**config.mk**
```make
export PLATFORM = sky130hd
export DESIGN_NAME = router_out_reader
export DESIGN_NICKNAME = d
export VERILOG_FILES = /design/src/rtl/router_out_reader.sv
export SDC_FILE = /design/constraint.sdc
export NUM_CORES = 1
export LEC_CHECK = 0
export ABC_AREA = 1
export CORE_ASPECT_RATIO = 1.1
export CORE_MARGIN = 4
export CORE_UTILIZATION = 40
export DETAILED_ROUTE_END_ITERATION = 16
export MAX_ROUTING_LAYER = met4
export PLACE_DENSITY = 0.6
export SLEW_MARGIN = 40
export SYNTH_ARGS = -nofsm -noshare
export SYNTH_HDL_FRONTEND = slang
export SYNTH_SLANG_ARGS = --single-unit
export TNS_END_PERCENT = 20
```
**constraint.sdc**
```tcl
create_clock -name clk -period 1.7 [get_ports clk]
set_input_delay 0.255 -clock clk [delete_from_list [all_inputs] [get_ports clk]]
set_output_delay 0.255 -clock clk [all_outputs]
set_load 0.02 [all_outputs]
```
**src/rtl/router_out_reader.sv**
```systemverilog
// Read-side drain engine for one router output FIFO: pops bytes, parses header/payload/parity,
// presents them over a valid/read handshake and flushes the FIFO on a stall timeout.
// Optional parity check is compiled in with ROUTER_RD_PARITY_CHK_EN.
module router_out_reader #(
  parameter int TIMEOUT = 30
) (
  input  logic       clk,
  input  logic       rst,
  input  logic       fifo_empty,
  input  logic [7:0] fifo_data,
  output logic       fifo_rd_en,
  output logic       fifo_soft_rst,
  output logic       vld_out,
  output logic [7:0] data_out,
  input  logic       read_out,
  output logic       sop,
  output logic       eop,
  output logic       pkt_done,
  output logic       parity_err
);

  typedef enum logic [1:0] {
    IDLE    = 2'd0,
    PAYLOAD = 2'd1,
    PARITY  = 2'd2
  } state_t;

  localparam logic [7:0] STALL_LAST = 8'(TIMEOUT - 1);

  state_t     state_q;
  logic       inflight_q;
  logic       vld_q;
  logic       sop_q;
  logic       eop_q;
  logic       soft_rst_q;
  logic       pkt_done_q;
  logic [7:0] data_q;
  logic [7:0] stall_q;
  logic [5:0] len_q;
  logic [5:0] cnt_q;

  logic       xfer_s;
  logic       flush_s;
  logic       load_s;
  logic       pop_s;
  logic [5:0] cnt_inc_s;

  // Handshake, flush and pop decisions for the current cycle
  always_comb begin
    xfer_s    = vld_q && read_out;
    flush_s   = vld_q && !read_out && (stall_q == STALL_LAST);
    load_s    = inflight_q && !flush_s;
    cnt_inc_s = cnt_q + 6'd1;
    // no pop while held in reset or while the FIFO is being cleared
    pop_s     = !rst && !fifo_empty && !inflight_q && (!vld_q || read_out) &&
                !flush_s && !soft_rst_q;
  end

  // Packet FSM, output register, in-flight flag and stall timer
  always_ff @(posedge clk or posedge rst) begin
    if (rst) begin
      state_q    <= IDLE;
      inflight_q <= 1'b0;
      vld_q      <= 1'b0;
      sop_q      <= 1'b0;
      eop_q      <= 1'b0;
      soft_rst_q <= 1'b0;
      pkt_done_q <= 1'b0;
      data_q     <= 8'd0;
      stall_q    <= 8'd0;
      len_q      <= 6'd0;
      cnt_q      <= 6'd0;
    end else begin
      soft_rst_q <= flush_s;
      pkt_done_q <= xfer_s && eop_q;
      // a popped byte always returns next cycle, so in-flight lasts exactly one cycle
      inflight_q <= pop_s;
      if (flush_s || !vld_q || read_out) begin
        stall_q <= 8'd0;
      end else begin
        stall_q <= stall_q + 8'd1;
      end
      if (flush_s) begin
        vld_q   <= 1'b0;
        sop_q   <= 1'b0;
        eop_q   <= 1'b0;
        state_q <= IDLE;
      end else if (load_s) begin
        vld_q  <= 1'b1;
        data_q <= fifo_data;
        case (state_q)
          IDLE: begin
            sop_q   <= 1'b1;
            eop_q   <= 1'b0;
            len_q   <= fifo_data[7:2];
            cnt_q   <= 6'd0;
            state_q <= (fifo_data[7:2] == 6'd0) ? PARITY : PAYLOAD;
          end
          PAYLOAD: begin
            sop_q <= 1'b0;
            eop_q <= 1'b0;
            cnt_q <= cnt_inc_s;
            if (cnt_inc_s == len_q) begin
              state_q <= PARITY;
            end
          end
          PARITY: begin
            sop_q   <= 1'b0;
            eop_q   <= 1'b1;
            state_q <= IDLE;
          end
          default: begin
            sop_q   <= 1'b0;
            eop_q   <= 1'b0;
            state_q <= IDLE;
          end
        endcase
      end else if (xfer_s) begin
        vld_q <= 1'b0;
        sop_q <= 1'b0;
        eop_q <= 1'b0;
      end
    end
  end

`ifdef ROUTER_RD_PARITY_CHK_EN
  logic [7:0] par_q;
  logic       perr_q;

  function automatic logic [7:0] fold_par(input logic is_hdr, input logic [7:0] acc,
                                          input logic [7:0] b);
    return is_hdr ? b : (acc ^ b);
  endfunction

  // Running parity over header and payload, checked when the parity byte is taken
  always_ff @(posedge clk or posedge rst) begin
    if (rst) begin
      par_q  <= 8'd0;
      perr_q <= 1'b0;
    end else begin
      perr_q <= xfer_s && eop_q && (par_q != data_q);
      if (load_s && (state_q != PARITY)) begin
        par_q <= fold_par(state_q == IDLE, par_q, fifo_data);
      end
    end
  end

  assign parity_err = perr_q;
`else
  assign parity_err = 1'b0;
`endif

  assign fifo_rd_en    = pop_s;
  assign fifo_soft_rst = soft_rst_q;
  assign vld_out       = vld_q;
  assign data_out      = data_q;
  assign sop           = sop_q;
  assign eop           = eop_q;
  assign pkt_done      = pkt_done_q;

endmodule
```
=== Yosys cells after proc, flatten, opt, wreduce, memory -nomap -nowiden ===
Index checks and enable logic that the tools add are counted.
W data, S select, Z words.

* Register bits: 36
* Input bits: 12
* Output and inout bits: 15
* Word-level logic and storage cells: 64

* Add/sub/neg operators: 2
* Equality and inequality tests: 5
* Muxes and demuxes: 16
* Bitwise logic cells: 1
* Reductions and logical operators: 29

{| class="wikitable"
|+ Operator list
! cell !! number
|-
| $pmux W6 S2 || 1
|-
| $logic_and A1 B1 Y1 || 10
|-
| $mux W1 || 9
|-
| $add A8 B1 Y8 const B || 1
|-
| $eq A8 B5 Y1 const B || 1
|-
| $mux W2 || 4
|-
| $mux W8 || 1
|-
| $logic_not A1 Y1 || 7
|-
| $add A6 B1 Y6 const B || 1
|-
| $eq A6 B6 Y1 || 1
|-
| $logic_not A6 Y1 || 1
|-
| $reduce_and A3 Y1 || 2
|-
| $pmux W2 S2 || 1
|-
| $reduce_and A2 Y1 || 2
|-
| $reduce_bool A2 Y1 || 2
|-
| $logic_or A1 B1 Y1 || 3
|-
| $ne A3 B3 Y1 const B || 1
|-
| $reduce_bool A3 Y1 || 1
|-
| $eq A2 B1 Y1 const B || 1
|-
| $eq A2 B2 Y1 const B || 1
|-
| $logic_not A2 Y1 || 1
|-
| $not A1 Y1 || 1
|}

=== Longest topological paths before layout ===
* Depth in word-level cells: 7
* Mapped depth: 12
* Depth with buffers taken out: 12

=== Least setup slack after synthesis ===
OpenSTA, ideal clock, no wires.

* Path kind: register to output
* From: reg inflight_q
* To: out fifo_rd_en
* Data arrival time: 1.321 ns
* Required time: 1.445 ns
* Path slack: 0.124 ns
* Cell stages (with the launch flop): 4
* Path buffers: 0
* Path through: dfrtp_1 > inv_1 > nand2_1 > nor4_1

* Longest elaborated chain between the ends: 5

{| class="wikitable"
|+ Ends and longest elaborated chain
! item !! RTL line !! source
|-
| start: declaration || 31 || <nowiki>logic inflight_q;</nowiki>
|-
| start signal: assignment || 77 || <nowiki>inflight_q <= pop_s;</nowiki>
|-
| $logic_not A1 Y1 || 55 || <nowiki>pop_s = !rst && !fifo_empty && !inflight_q && (!vld_q || read_out) &&</nowiki>
|-
| $logic_and A1 B1 Y1 (3 in a row) || 55 ||
|-
| $logic_and A1 B1 Y1 || 56 || <nowiki>!flush_s && !soft_rst_q;</nowiki>
|-
| end: declaration || 11 || <nowiki>output logic fifo_rd_en,</nowiki>
|}

Every way passes these cells.

=== Worst setup path after layout ===
* From: reg vld_q (netlist: vld_out)
* To: out vld_out

{| class="wikitable"
|+ RTL lines
! item !! RTL line !! source
|-
| start: declaration || 32 || <nowiki>logic vld_q;</nowiki>
|-
| start signal: assignment || 64 || <nowiki>vld_q <= 1'b0;</nowiki>
|-
| start signal: assignment || 84 || <nowiki>vld_q <= 1'b0;</nowiki>
|-
| start signal: assignment || 89 || <nowiki>vld_q <= 1'b1;</nowiki>
|-
| end: declaration || 13 || <nowiki>output logic vld_out,</nowiki>
|}

No word-level cell between the ends.

==> results.md <==
- Status: finished, final reports clean
- Worst-path fanout max: 2
- Number of enable-type register cells in the synthesized netlist: 0
- Hold WC Path Type: in2async
- Layout fillers: 414
- Post-layout power: approximately 2900 uW
- Layout cell share with drive strength beyond 1: roughly 14%
- Static Leak: 0.00114 uW
- Antenna violations before repair: 0
- Count of buffers from port buffering: 25
- Endpoint of the most critical register-to-register path: state_q[0]
- Post-layout worst setup margin: 0.0737 ns
- Count of final setup violators: 0
- Number of instances in the synthesized netlist: 221
- Clock Tree Root: sky130_fd_sc_hd__clkbuf_8
- Reg-to-reg setup timing slack: 0.13 ns
- Post-route worst hold slack: between 0.3 and 0.4 ns
- Area overhead of the layout relative to synthesis: 30.3%
- TritonCTS clock tree: yes
- Share of synthesized flip-flops with an asynchronous set or reset: 100%
- Average wire per cell in the routed design: approximately 12 um
- Setup repair after global routing missed its margin: true
- Post-Place Worst Slack: -0.404 ns
- Share of the yosys chip area belonging to registers: 49.3%
- Number of distinct library cells after synthesis: 30
- Setup repair bufs after CTS: 0
- Non-Filler Instances: 317
- Routability Congestion: 0.787
- Aggregate global-route resource usage: 15.5%
- Final critical path time including I/O delays and setup: 1.63 ns
- Synthesis-stage register bit count: 36
- Category of the worst setup path launch point: register
- Origin of the critical flop-to-flop path: cnt_q[1]
- Maximum buffer depth of the clock tree: 2
- Clock-pin slew of the registers on the worst-case setup and hold paths: 0.08 ns
- Stage delay of the slowest cell on the critical path: 0.59 ns
- Standard cell core area: 0.00435 mm^2
- Count of nets left with antenna violations after detail routing: 0
- FMAX: a little over 600 MHz
- Count of synthesis-stage warnings from yosys: 0
- Max stage delay cell, worst path: sky130_fd_sc_hd__clkdlybuf4s50_1
- Core utilization of the finished layout: a little over half
- Clock latency at the later pin of the worst-skew pair: 0.29 ns
- Num CTS Buffers: 5
- Type of the worst setup path: reg2out
- Number of remaining DRC errors: 0
- Ordered list of cells on the worst path: buf_4 > clkdlybuf4s50_1
- Clock sinks: 36
- Mean Syn Cell Area: 8.27 um^2
- Overall die area: 0.00572 mm^2
- Iteration count of the initial detailed-routing pass: 4
- Maximum number of pins on one net before global-route repair: 30
- Leading register cell type out of synthesis: sky130_fd_sc_hd__dfrtp_1
- Max-slew violation count: 0
- Required @ worst endpoint: 1.44 ns
- Max-cap check violation count: 0
- Cell count after placement: just over 300
- Average via count per standard cell: 4.77
- Number of DRC markers in iteration 0: 75
- Vertical extent of the die: between 70 and 80 um
- Nets@finish: approximately 280
- Final period util: between 90% and 100%
- Pwr per Cell Area: 1230 mW/mm^2
- Path depth of the worst reg2reg path: 12
- Endpoint arrival time on the critical path: roughly 1.4 ns
- Mapped Nets: roughly 240
- Combined area of all synthesized cells: ~0.0018 mm^2
- Setup Skew: approximately 0.0086 ns
- Number of hold violations in the final report: 0
- Count of vias placed by the detailed router: 1512
- Sort of element at the end of the critical path: primary output
- First-pass GRT wire length: 6690 um
- Inserted Diodes: 0
- Number of rows created at floorplan: 25
- Initial Util: a little over two fifths
- Width of the chip: 72.5 um
- Total I/O pin count: 27
- Max IR drop VDD: 543 uV
- Vias in the first global route: 1556
- Post-detailed-routing wire length: between 3000 and 4000 um
- Number of H-tree levels: 2
- Total overflow reported by the global router: 0
- Post-DP HPWL: ~2900 um
==> routing by layer <==
metal	vias up	global-route usage, %	wire length (um)
met4	0	5.90	78
met3	6	3.42	125
met1	695	18.3	1780
met5	-	-	0
met2	26	25.8	1760
li1	785	-	-
==> how the worst max path moves through the flow <==
stage / from / to / slack, ns / cells after the start
after floorplan: inflight_q / fifo_rd_en / 0.12 / 3
after global routing: cnt_q[1] / state_q[0] / -0.03 / 12
final: vld_out / vld_out / 0.07 / 2
after detailed placement: read_out / fifo_rd_en / -0.40 / 6
after global placement: read_out / fifo_rd_en / -0.36 / 6
after CTS: read_out / fifo_rd_en / 0.03 / 6
==> cell usage after synthesis, types with 2 or more instances <==
| library cell | number | area share (%) |
|---|---|---|
| sky130_fd_sc_hd__nor2_2 | 3 | 1.0 |
| sky130_fd_sc_hd__nand2_2 | 2 | 0.68 |
| sky130_fd_sc_hd__o21ai_0 | 9 | 2.5 |
| sky130_fd_sc_hd__o22ai_1 | 4 | 1.4 |
| sky130_fd_sc_hd__ha_1 | 3 | 2.1 |
| sky130_fd_sc_hd__nor3b_1 | 3 | 1.2 |
| sky130_fd_sc_hd__a21oi_1 | 7 | 1.9 |
| sky130_fd_sc_hd__nor2_1 | 20 | 4.1 |
| sky130_fd_sc_hd__nor3_1 | 3 | 0.82 |
| sky130_fd_sc_hd__inv_1 | 32 | 6.6 |
| sky130_fd_sc_hd__nand3_1 | 15 | 4.1 |
| sky130_fd_sc_hd__dfrtp_1 | 36 | 49 |
| sky130_fd_sc_hd__nand2_1 | 64 | 13 |
| sky130_fd_sc_hd__nand4_1 | 4 | 1.4 |
==> final cells by class <==
class | count | area [um^2] | area share [%]
clock buffers | 7 | 96.3 | 4.04
clock inverters | 1 | 30.0 | 1.26
inverters | 32 | 120 | 5.04
multi-input cells | 150 | 807 | 33.9
flip-flops and latches | 36 | 901 | 37.8
well taps | 54 | 67.6 | 2.84
repair buffers | 37 | 360 | 15.1
==> worst max-delay path: cells and delay by family, from the launching register on <==
kind / cells / cell delay [ns]
buffers and inverters: 2 / 0.71
DFF: 1 / 0.37
==> power by group <==
group	leakage, uW	total, uW	internal [uW]	switching, uW
logic	0.000608	949	419	530
registers	0.000467	1160	1040	121
clock network	0.0000645	826	518	309
==> cells by family after synthesis <==
kind of cell               synth area share, %
AOI/OAI and AO/OA                         7.53
xor gates and xnor gates                 0.479
adders and majority gates                 2.05
buffers and inverters                     8.35
DFF                                       49.3
other                                    0.205
and+or+nand+nor                           32.1
==> timing repair <==
action / CTS / global route
pin swaps: 0 / 7
gates resized for setup: 5 / 8
hold buffers: 0 / 0
setup endpoints to repair: 1 / 3
==> sequential cells by signal, summed over array words and instances, names as in the netlist <==
signal / cells
vld_out: 1
cnt_q: 6
eop: 1
len_q: 6
pkt_done: 1
fifo_soft_rst: 1
data_out: 8
sop: 1
stall_q: 8
inflight_q: 1
state_q: 2
==> per-stage QoR <==
stage / TNS, ns / instance area [um^2]
after floorplan: 0 / 1830
after global placement: -0.790 / 2230
after detailed placement: -1.27 / 2230
after CTS: 0 / 2360
after global routing: -0.0294 / 2380
final: 0 / 2380
==> cells in the final DEF (no fill, tap or decap), drive strengths merged, types with 3 or more instances in the layout <==
cell,count
nand2,68
dfrtp,36
inv,32
clkdlybuf4s50,24
nor2,24
nand3,15
buf,13
o21ai,9
a21oi,8
clkbuf,7
nand4,5
o22ai,4
nor3,4
nor3b,3
ha,3
No activity file was read; power rests on OpenSTA's default activity.
